### config.mk
export PLATFORM = sky130hd
export DESIGN_NAME = comm_rx_deframer
export DESIGN_NICKNAME = d
export VERILOG_FILES = /design/src/rtl/comm_rx_deframer.sv
export SDC_FILE = /design/constraint.sdc
export NUM_CORES = 1
export LEC_CHECK = 0
export CORE_UTILIZATION = 60
export DETAILED_ROUTE_END_ITERATION = 7
export HOLD_SLACK_MARGIN = 0.1
export MAX_ROUTING_LAYER = met4
export PLACE_DENSITY_LB_ADDON = 0.1
export SETUP_SLACK_MARGIN = 0.4
export SYNTH_ARGS = -nofsm -noshare
export SYNTH_HDL_FRONTEND = slang
export SYNTH_SLANG_ARGS = --single-unit
### constraint.sdc
create_clock -name inclk -period 9.46 [get_ports inclk]
set_input_delay 2.838 -clock inclk [delete_from_list [all_inputs] [get_ports inclk]]
set_output_delay 2.838 -clock inclk [all_outputs]
set_load 0.1 [all_outputs]
### src/rtl/comm_rx_deframer.sv
// Receive-side deframer: collects a bit stream into length/payload/CRC bytes,
// stages payload words speculatively in a FIFO and only exposes them to the
// consumer once the frame CRC has been verified.
module comm_rx_deframer #(
  parameter int FIFO_DEPTH     = 16,
  parameter int MAX_LEN        = 32,
  parameter int TIMEOUT_CYCLES = 2000
) (
  input  logic                          inclk,
  input  logic                          reset,
  input  logic                          new_bit_enable,
  input  logic                          new_bit,
  input  logic                          start_byte_detected,
  output logic [31:0]                   word_data,
  output logic                          word_valid,
  input  logic                          word_ready,
  output logic                          frame_ok,
  output logic                          frame_err,
  output logic [2:0]                    err_code,
  output logic [$clog2(FIFO_DEPTH):0]   fill_level,
  output logic                          busy
);

  localparam int AW = $clog2(FIFO_DEPTH);
  localparam int PW = AW + 1;
  localparam int TW = $clog2(TIMEOUT_CYCLES + 1);

  localparam logic [7:0]    MAX_LEN_B = 8'(MAX_LEN);
  localparam logic [TW-1:0] TO_LAST   = TW'(TIMEOUT_CYCLES - 1);
  localparam logic [PW-1:0] FULL_GAP  = PW'(FIFO_DEPTH);

  localparam logic [2:0] ERR_NONE    = 3'd0;
  localparam logic [2:0] ERR_LEN     = 3'd1;
  localparam logic [2:0] ERR_CRC     = 3'd2;
  localparam logic [2:0] ERR_TIMEOUT = 3'd3;
  localparam logic [2:0] ERR_OVF     = 3'd4;
  localparam logic [2:0] ERR_RESTART = 3'd5;

  typedef enum logic [1:0] {IDLE, LEN, PAYLOAD, CRC} state_t;

  state_t        state;
  logic [6:0]    bit_shift;
  logic [2:0]    bit_cnt;
  logic [7:0]    crc;
  logic [7:0]    len;
  logic [7:0]    byte_cnt;
  logic [1:0]    byte_pos;
  logic [31:0]   word_acc;
  logic [TW-1:0] idle_cnt;
  logic [PW-1:0] rd_ptr;
  logic [PW-1:0] com_ptr;
  logic [PW-1:0] spec_ptr;
  logic [31:0]   mem [FIFO_DEPTH];

  logic [7:0]    next_byte;
  logic [7:0]    crc_next;
  logic [31:0]   packed_word;
  logic [PW-1:0] spec_gap;
  logic          byte_done;
  logic          last_byte;
  logic          word_write_req;
  logic          spec_full;
  logic          mem_we;
  logic          rd_fire;

  assign next_byte      = {bit_shift, new_bit};
  assign crc_next       = {crc[6:0], 1'b0} ^ ((crc[7] ^ new_bit) ? 8'h07 : 8'h00);
  assign byte_done      = new_bit_enable && (bit_cnt == 3'd7);
  assign last_byte      = ((byte_cnt + 8'd1) == len);
  assign word_write_req = (state == PAYLOAD) && byte_done && ((byte_pos == 2'd3) || last_byte);
  assign spec_gap       = spec_ptr - rd_ptr;
  assign spec_full      = (spec_gap == FULL_GAP);
  assign mem_we         = word_write_req && !spec_full && !start_byte_detected && !reset;

  assign word_valid = (rd_ptr != com_ptr);
  assign fill_level = com_ptr - rd_ptr;
  assign word_data  = mem[rd_ptr[AW-1:0]];
  assign busy       = (state != IDLE);
  assign rd_fire    = word_valid && word_ready;

  // Merge the byte just completed into the word being assembled, big-endian.
  always_comb begin
    packed_word = word_acc;
    case (byte_pos)
      2'd0:    packed_word[31:24] = next_byte;
      2'd1:    packed_word[23:16] = next_byte;
      2'd2:    packed_word[15:8]  = next_byte;
      default: packed_word[7:0]   = next_byte;
    endcase
  end

  // Payload storage; words land at the speculative pointer and stay hidden until commit.
  always_ff @(posedge inclk) begin
    if (mem_we) mem[spec_ptr[AW-1:0]] <= packed_word;
  end

  // Frame FSM with CRC, length/overflow/timeout checks and the three FIFO pointers.
  always_ff @(posedge inclk) begin
    if (reset) begin
      state     <= IDLE;
      bit_shift <= '0;
      bit_cnt   <= '0;
      crc       <= '0;
      len       <= '0;
      byte_cnt  <= '0;
      byte_pos  <= '0;
      word_acc  <= '0;
      idle_cnt  <= '0;
      rd_ptr    <= '0;
      com_ptr   <= '0;
      spec_ptr  <= '0;
      frame_ok  <= 1'b0;
      frame_err <= 1'b0;
      err_code  <= ERR_NONE;
    end else begin
      frame_ok  <= 1'b0;
      frame_err <= 1'b0;
      if (rd_fire) rd_ptr <= rd_ptr + 1'b1;

      if (start_byte_detected) begin
        if (state != IDLE) begin
          frame_err <= 1'b1;
          err_code  <= ERR_RESTART;
          spec_ptr  <= com_ptr;
        end
        state     <= LEN;
        bit_shift <= '0;
        bit_cnt   <= '0;
        crc       <= '0;
        len       <= '0;
        byte_cnt  <= '0;
        byte_pos  <= '0;
        word_acc  <= '0;
        idle_cnt  <= '0;
      end else if (state != IDLE) begin
        if (new_bit_enable) begin
          idle_cnt  <= '0;
          bit_shift <= next_byte[6:0];
          bit_cnt   <= bit_cnt + 3'd1;
          if (state != CRC) crc <= crc_next;
          if (bit_cnt == 3'd7) begin
            case (state)
              LEN: begin
                if ((next_byte == 8'd0) || (next_byte > MAX_LEN_B)) begin
                  frame_err <= 1'b1;
                  err_code  <= ERR_LEN;
                  spec_ptr  <= com_ptr;
                  state     <= IDLE;
                end else begin
                  len   <= next_byte;
                  state <= PAYLOAD;
                end
              end
              PAYLOAD: begin
                byte_cnt <= byte_cnt + 8'd1;
                if (word_write_req) begin
                  if (spec_full) begin
                    frame_err <= 1'b1;
                    err_code  <= ERR_OVF;
                    spec_ptr  <= com_ptr;
                    state     <= IDLE;
                  end else begin
                    spec_ptr <= spec_ptr + 1'b1;
                    word_acc <= '0;
                    byte_pos <= '0;
                    if (last_byte) state <= CRC;
                  end
                end else begin
                  word_acc <= packed_word;
                  byte_pos <= byte_pos + 2'd1;
                end
              end
              CRC: begin
                if (next_byte == crc) begin
                  com_ptr  <= spec_ptr;
                  frame_ok <= 1'b1;
                  err_code <= ERR_NONE;
                end else begin
                  frame_err <= 1'b1;
                  err_code  <= ERR_CRC;
                  spec_ptr  <= com_ptr;
                end
                state <= IDLE;
              end
              default: state <= IDLE;
            endcase
          end
        end else if (idle_cnt == TO_LAST) begin
          frame_err <= 1'b1;
          err_code  <= ERR_TIMEOUT;
          spec_ptr  <= com_ptr;
          state     <= IDLE;
          idle_cnt  <= '0;
        end else begin
          idle_cnt <= idle_cnt + 1'b1;
        end
      end
    end
  end

endmodule
Word-level counts from Yosys, hierarchy flattened
Memory sizes are Yosys's and may differ from the RTL's. A register that Yosys moved wholly into a read port is not among the register bits.
Index checks and enable logic that the tools add are counted.
W data, S select, Z words.
Word-level totals
  output and inout port bits: 44
  memories: 1
  word-level logic and storage cells: 147
  memory bits (writable): 512
  register bits after elaboration: 101
  input bits: 6
Memory list
  mem: depth 16, width 32, read ports 1, clocked after memory_dff 1, write ports 1, line 53  | logic [31:0] mem [FIFO_DEPTH];
Cells by class
  equal/unequal tests: 23
  $lt $le $gt $ge: 1
  multiplexer cells: 59
  add/subtract/negate cells: 8
  reductions and logical operators: 31
  bitwise logic cells: 8
Operators with widths (number)
  $mux W32: 2
  $mux W5: 10
  $mux W8: 4
  $mux W3: 10
  $reduce_and A5 Y1: 5
  $mux W11: 2
  $mux W2: 10
  $eq A8 B8 Y1: 2
  $ne A4 B4 Y1 const B: 4
  $mux W1: 15
  $pmux W5 S3: 1
  $add A11 B1 Y11 const B: 1
  $eq A11 B11 Y1 const B: 1
  $add A5 B1 Y5 const B: 2
  $sub A5 B5 Y5: 2
  $pmux W3 S3: 1
  $add A8 B1 Y8 const B: 1
  $eq A2 B2 Y1 const B: 4
  $gt A8 B6 Y1 const B: 1
  $logic_not A8 Y1: 1
  $mux W4: 2
  $xor A8 B3 Y8: 1
  $logic_and A1 B1 Y1: 7
  $reduce_and A7 Y1: 1
  28 further kinds: 40

Logic depth before layout (Yosys ltp)
Gate-level depths: netlist of the first run.
  depth after elaboration: 10
  gate-level depth with buffers: 11
  gate-level depth less buffers: 9

Worst setup path after synthesis of the first run
Ideal clock, no wire load.
  path kind: input to register
  start point: input reset
  end point: memory mem[3][0], enable pin
  setup slack: 2.816 ns
  stages on the path: 6
  setup time: 0.461 ns
  required time: 8.999 ns
  arrival: 6.183 ns
  buffers on the path: 2
  path through: clkbuf_1 -> or2_2 -> clkbuf_1 -> a211oi_1 -> nand2_1 -> nor3_1
Between the ends
  cells in the longest elaborated chain, start to end: 4
RTL lines
  from (decl): line 10  | input logic reset,
  $logic_not A1 Y1: line 73  | assign mem_we = word_write_req && !spec_full && !start_byte_detected && !reset;
  $logic_and A1 B1 Y1: line 73
  $mux W1: line 94  | if (mem_we) mem[spec_ptr[AW-1:0]] <= packed_word;
  $mux W1 (implied by the code): line 94
  to (decl): line 53
No other way between the ends.

==> out/qor.csv, run 1 <==
metric;value;unit
clockBufferDepth;3;
ys_ff_latch;617;
num_io_pins;50;
rows;73;
synth_top_area_frac;0.6286;
reg2reg_depth;9;
worst_setup_path_start_kind;register;
synthToLayoutAreaGrowth;12.81;%
finalSetupTns;0;ps
yosysTopAreaCell;edfxtp_1;
grt_max_degree;129;
synth_cell_type_count;58;
required;6620;ps
worstReg2RegEnd;mem[7][22]$_DFFE_PP_;
synthesis.area;24460;um^2
dp.cells;1819;
dominantRegCellSynth;edfxtp_1;
post-route-min-period;7250;ps
fp.dieH;203.9;um
worstSkewPairLatency;630;ps
dp_hpwl;27.72;mm
grt_usage;0.2645;
r2r_start;spec_ptr[2]$_SDFFE_PP0P_;
synth_most_common_cell;edfxtp_1;
holdPathStages;2;
grt_antenna_before_repair;0;
clk_pin_slew_worst_paths;60;ps
grt_pass1_vias;12578;
min_from;bit_cnt[2]$_SDFFE_PP0P_;
n_antenna_cell;0;
status;complete, no violations;
max_freq;137.9;MHz
relSlewSlack;0.1497;
synth_nets;1326;
p_total;0.005274;W
cts_resized;0;
syn_area_per_cell;18.93;um^2
hold_viol;0;
numCtsBuffers;59;
drtIter0Drc;1116;
synthTopCellsByArea;edfxtp_1, mux4_2, dfxtp_1;
initial_core_util;0.6114;
power.density;191.2;nW/um^2
hold_buffers;0;
finalMaxSlewViolations;0;
portBuffers;49;
cts_tree;yes;
finalCritPeriodShare;0.7664;
cap_violations;0;
hold_end;bit_cnt[2]$_SDFFE_PP0P_;
ir_worst_vdd;136.6;uV
gp_congestion;0.8696;
totalWireLength;51.06;mm
path_common_cell;mux4_2;
cts_setup_buffers;0;
cts_sinks;617;
drc;0;
min_path_type;register to register;
final_util;0.6897;
setup_viol;0;
synth_common_cells;edfxtp_1, mux4_2, dfxtp_1, nor2_1, nand2_1;
leakage;8.922;nW
synthCells;1292;
via_count;12228;
final_cell_count_no_fill;1931;
design.die.area;41580;um^2
grt_pass1_wl;77.35;mm
die_x;203.9;um
yosysSeqAreaShare;0.7145;
slowest_delay;1040;ps
end_kind;primary output;
finClkSkew;24.06;ps
path_cells;buf_12, mux4_2, mux4_2, clkdlybuf4s50_1;
drtPass1Iterations;5;
slowest_stage;dfxtp_4;
viasPerCell;6.332;
routedWlPerCell;26.44;um
arrival;4410;ps
critPathMaxFanout;62;
grt_overflow;0;
ant_nets;0;
num-nets-final;1389;
rsz0062_at_grt;false;
design.core.area;40010;um^2
synth_edf_count;512;
layout-drive-gt1-share;0.2361;
yosysWarnings;0;
synth_async_sr_flop_share;0;
critPathKind;register to primary output;
cts-root-buf;clkbuf_16;
worst_slew_pin_slew;1272;ps
htree_num_levels;2;
ff2ff_setup_slack;5050;ps
[worst max-delay path: cells and delay by family (launching register included)]
family	cells	cell delay [ps]
buf+inv	2	1520
mux	2	1150
flops	1	1040
[sequential cells by signal (all words and copies together) (netlist names), 2 cells and up, named ones only]
register   flops
spec_ptr       5
state          2
len            8
bit_shift      7
crc            8
bit_cnt        3
mem          512
byte_cnt       8
word_acc      32
err_code       3
com_ptr        5
byte_pos       2
rd_ptr         5
idle_cnt      11
[placed cells by master (no fill, tap or decap), types with 5 or more instances in the layout]
master	n
clkbuf_16	60
ha_1	27
a21oi_1	26
mux2i_1	14
nor3_1	7
clkdlybuf4s50_1	49
nand2_1	57
a22o_1	33
or3_1	7
clkinv_2	9
mux2_2	33
clkinv_1	11
buf_4	22
nand2b_1	6
nand4_1	9
nand3_1	12
xnor2_1	31
xor2_1	18
clkbuf_8	9
nor2_4	12
dfxtp_1	101
mux4_2	160
nor2_1	47
inv_1	23
o21ai_0	11
clkbuf_1	16
edfxtp_1	512
nor2b_1	5
[power breakdown]
part / switching, W / leakage [nW] / internal [W]
registers: 0.00000414 / 5.81 / 0.00290
clock network: 0.000971 / 0.944 / 0.00134
logic: 0.0000395 / 2.17 / 0.0000149
total: 0.00101 / 8.92 / 0.00426
[worst max path at each step]
stage	from	to	depth (start not counted)
finish	register	word_data[21]	4
floorplan	reset	mem[3][0]$_DFFE_PP_	6
global route	register	word_data[21]	4
CTS	register	word_data[23]	4
detailed placement	register	word_data[23]	4
global placement	register	word_data[21]	4
[final cells by class]
class / count / area [um^2]
flip-flops and latches: 617 / 17490
fillers: 2538 / 12410
multi-input cells: 580 / 6723
clock buffers: 85 / 1685
repair buffers: 74 / 715.7
well taps: 525 / 656.9
clock inverters: 27 / 239.0
inverters: 23 / 86.33
[through the flow]
step	hold WS (ps)	setup slack (ps)	cell area (um^2)
floorplan	440.0	2816	24460
global route	494.9	1971	27590
detailed placement	455.9	2762	25670
CTS	473.4	2108	27590
finish	469.2	2210	27590
global placement	446.7	2765	25650
[cells by family after synthesis]
kind of cell	count (synthesis)	synth area share
AO/OA/AOI/OAI	111	0.03346
buffers and inverters	95	0.01560
adder cells (fa/ha/maj)	28	0.01463
XOR/XNOR	50	0.01852
flip-flops	617	0.7145
multiplexers	207	0.1683
AND/OR/NAND/NOR	184	0.03499
[layer usage]
layer | GRT usage | up-vias | routed length (um)
li1 | - | 5316 | -
met1 | 0.3604 | 6482 | 21870
met2 | 0.4204 | 350 | 25500
met3 | 0.03763 | 80 | 2536
met4 | 0.07922 | 0 | 1156
met5 | - | - | 0
Power figures use the tool's default switching activity.
==> run 2: changes to the inputs <==
- clock period: 9.46 -> 7.2 ns (I/O delays scaled with it)
==> out/qor.csv, run 2 (synthesis results as in run 1) <==
metric;value;unit
status;complete, no violations;
final_common_cell;edfxtp_1;
clk_pin_slew_worst_paths;60;ps
post-route-min-period;6148;ps
max_freq;162.7;MHz
worst_setup_path_start_kind;register;
finalMaxSlewViolations;0;
cts_tree;yes;
power.density;250.3;nW/um^2
critPathMaxFanout;38;
final_cell_mix;edfxtp_1, mux4_2, dfxtp_1, clkbuf_16, nand2_1;
hold_buffers;0;
die_x;203.9;um
ir_worst_vdd;196.6;uV
end_kind;primary output;
endpoint;word_data[8];
drc;0;
design.core.area;40010;um^2
cts_setup_buffers;0;
routedWlPerCell;26.52;um
place_area;25730;um^2
arrival;3990;ps
hold_viol;0;
rsz0062_at_grt;false;
viasPerCell;6.320;
gp_congestion;0.8148;
num_io_pins;50;
final-seq-area;17490;um^2
fp.dieH;203.9;um
cap_violations;0;
ant_nets;0;
required;5040;ps
fillCellCount;2602;
reg2reg_depth;8;
grt_antenna_before_repair;0;
grt_pass1_wl;77.45;mm
ff2ff_setup_slack;2680;ps
num-nets-final;1395;
worst_slew_pin_slew;1175;ps
largest_register_ffs;512;
synthToLayoutAreaGrowth;13.05;%
rows;73;
grt_usage;0.2644;
layout-drive-gt1-share;0.2378;
grt_overflow;0;
critPathKind;register to primary output;
design_area;27650;um^2
grt_pass1_vias;12454;
clockBufferDepth;3;
finalCritPeriodShare;0.8539;
design.die.area;41580;um^2
via_count;12229;
drtPass1Iterations;5;
dp.cells;1824;
htree_num_levels;2;
finalSetupTns;0;ps
multi_input_area;6723;um^2
setup_viol;0;
worstReg2RegEnd;mem[15][24]$_DFFE_PP_;
cts_resized;0;
cts-root-buf;clkbuf_16;
grt_max_degree;60;
totalWireLength;51.32;mm
min_path_type;register to register;
dp_hpwl;29.92;mm
numCtsBuffers;60;
r2r_start;spec_ptr[2]$_SDFFE_PP0P_;
leakage;9.032;nW
initial_core_util;0.6114;
finClkSkew;12.81;ps
portBuffers;49;
worstSkewPairLatency;620;ps
final_cell_count_no_fill;1935;
cts_sinks;617;
drtIter0Drc;1093;
relSlewSlack;0.2150;
## run 2: metal layers
layer / GRT usage / part of all wire
met5: - / 0
met3: 0.04448 / 0.067
met1: 0.3475 / 0.40
met2: 0.4258 / 0.51
met4: 0.08459 / 0.023
## run 2: per-stage QoR
| step | hold slack [ps] | total power, W | util | setup slack (ps) |
|---|---|---|---|---|
| 6_report | 464.5 | 0.006922 | 0.6912 | 1052 |
| 5_1_grt | 485.2 | 0.007102 | 0.6911 | 878.3 |
| 4_1_cts | 465.4 | 0.006963 | 0.6911 | 930.0 |
| 3_5_place_dp | 457.6 | 0.003966 | 0.6432 | 1312 |
| 3_3_place_gp | 446.7 | 0.003965 | 0.6432 | 1360 |
| 2_1_floorplan | 440.0 | 0.003947 | - | 1234 |
## run 2: where the power goes
group / leakage (nW) / switching, W / internal, W
clock network: 0.933 / 0.00128 / 0.00175
registers: 5.88 / 0.00000556 / 0.00381
logic: 2.22 / 0.0000512 / 0.0000193
## run 2: worst max-delay path, stage by stage (launching register included)
cell,delay (ps)
dfxtp_4,900
buf_12,350
mux4_2,580
mux4_2,510
clkdlybuf4s50_1,990
## run 2: worst min-delay path by stage
stage                                      endpoint                 startpoint  slack, ps  cells past startpoint
final                       bit_cnt[1]$_SDFFE_PP0P_    bit_cnt[1]$_SDFFE_PP0P_        460                      2
after global routing      word_acc[17]$_SDFFE_PP0P_  word_acc[17]$_SDFFE_PP0P_        490                      1
after CTS                   bit_cnt[1]$_SDFFE_PP0P_    bit_cnt[1]$_SDFFE_PP0P_        470                      2
after detailed placement    bit_cnt[1]$_SDFFE_PP0P_    bit_cnt[1]$_SDFFE_PP0P_        460                      2
after global placement      bit_cnt[1]$_SDFFE_PP0P_    bit_cnt[1]$_SDFFE_PP0P_        450                      2
after floorplan             bit_cnt[1]$_SDFFE_PP0P_    bit_cnt[1]$_SDFFE_PP0P_        440                      2
## run 2: cell type report
class                      instances  area share
antenna                            1  0.00009050
clock buffer                      94     0.06417
clock inverter                    16    0.005159
inverter                          23    0.003122
multi-input combinational        580      0.2431
sequential                       617      0.6324
tap                              525     0.02376
timing repair buffer              79     0.02815
==> run 3: changes to the inputs <==
- CORE_MARGIN: unset -> 2
- REMOVE_ABC_BUFFERS: unset -> 1
==> out/qor.csv, run 3 (synthesis results as in run 1) <==
metric;value;unit
min_from;bit_cnt[2]$_SDFFE_PP0P_;
required;5040;ps
setup_viol;0;
grt_pass1_vias;12207;
fillCellCount;2510;
grt_overflow;0;
grt_antenna_before_repair;0;
finalMaxSlewViolations;0;
final_cell_mix;edfxtp_1, mux4_2, dfxtp_1, clkbuf_16, nand2_1;
final-seq-area;17490;um^2
grt_max_degree;129;
finalCritPeriodShare;0.8145;
clockBufferDepth;3;
finClkSkew;16.49;ps
dp.cells;1820;
routedWlPerCell;25.17;um
r2r_start;spec_ptr[2]$_SDFFE_PP0P_;
n_antenna_cell;0;
multi_input_area;6723;um^2
leakage;9.086;nW
cts_sinks;617;
hold_ws;475.3;ps
num_io_pins;50;
cts-root-buf;clkbuf_16;
final_common_cell;edfxtp_1;
ir_worst_vdd;164.8;uV
cts_tree;yes;
worst_setup_path_start_kind;register;
htree_num_levels;2;
design.die.area;42390;um^2
cts_resized;0;
via_count;12036;
viasPerCell;6.220;
worstReg2RegEnd;mem[11][31]$_DFFE_PP_;
rows;73;
hold_viol;0;
critPathKind;register to primary output;
ff2ff_setup_slack;3150;ps
hold_buffers;0;
die_x;205.9;um
critPathMaxFanout;50;
ant_nets;0;
min_path_type;register to register;
p_total;0.007067;W
worstSkewPairLatency;620;ps
arrival;3700;ps
grt_pass1_wl;74.94;mm
gp_congestion;0.8366;
rsz0062_at_grt;false;
portBuffers;49;
totalWireLength;48.70;mm
post-route-min-period;5865;ps
drc;0;
num-nets-final;1392;
cap_violations;0;
grt_usage;0.2481;
end_kind;primary output;
drtIter0Drc;1057;
final_cell_count_no_fill;1935;
final_util;0.6947;
layout-drive-gt1-share;0.2418;
drtPass1Iterations;5;
power.density;254.3;nW/um^2
initial_core_util;0.6114;
holdPathStages;2;
synthToLayoutAreaGrowth;13.63;%
worst_slew_pin_slew;1096;ps
fp.dieH;205.9;um
cts_setup_buffers;0;
hold_end;bit_cnt[2]$_SDFFE_PP0P_;
design.core.area;40010;um^2
finalSetupTns;0;ps
numCtsBuffers;61;
reg2reg_depth;9;
largest_register_ffs;512;
clk_pin_slew_worst_paths;60;ps
max_freq;170.5;MHz
relSlewSlack;0.2696;
status;complete, no violations;
dp_hpwl;27.79;mm
[run 3: worst max-delay path by stage]
| stage | from | to | slack [ps] | cells after the start |
|---|---|---|---|---|
| detailed placement | reset | mem[11][15]$_DFFE_PP_ | 1670 | 7 |
| floorplan | register | word_data[0] | -1660 | 2 |
| global route | register | word_data[10] | 1190 | 4 |
| finish | register | word_data[26] | 1340 | 4 |
| global placement | reset | mem[15][9]$_DFFE_PP_ | 1750 | 7 |
| CTS | register | word_data[26] | 1250 | 4 |
[run 3: cell type report]
type,instances,share of cell area
clock buffer,87,0.06361
clock inverter,28,0.009815
inverter,23,0.003106
multi-input combinational,580,0.2419
sequential,617,0.6292
tap,525,0.02364
timing repair buffer,75,0.02872
[run 3: metal layers]
layer	vias up	GRT usage	share of wire
met4	0	0.06735	0.020
met2	347	0.3927	0.50
met3	70	0.03437	0.051
met1	6299	0.3464	0.43
met5	-	-	0
li1	5320	-	-
[run 3: critical path, stage by stage (launching register included)]
cell,delay (ps)
dfxtp_4,520
buf_12,390
mux4_2,590
mux4_2,530
clkdlybuf4s50_1,1010
[run 3: report_power, final]
part / leakage (nW) / total (W) / internal, W / switching, W
logic: 2.21 / 0.0000692 / 0.0000190 / 0.0000502
registers: 5.88 / 0.00382 / 0.00381 / 0.00000541
clock network: 0.999 / 0.00318 / 0.00188 / 0.00130
total: 9.09 / 0.00707 / 0.00572 / 0.00135
[run 3: per-stage QoR]
stage | area [um^2] | setup WS [ps]
3_5_place_dp | 25750 | 1669
4_1_cts | 27790 | 1247
5_1_grt | 27790 | 1193
2_1_floorplan | 24160 | -1663
6_report | 27790 | 1335
3_3_place_gp | 25750 | 1752
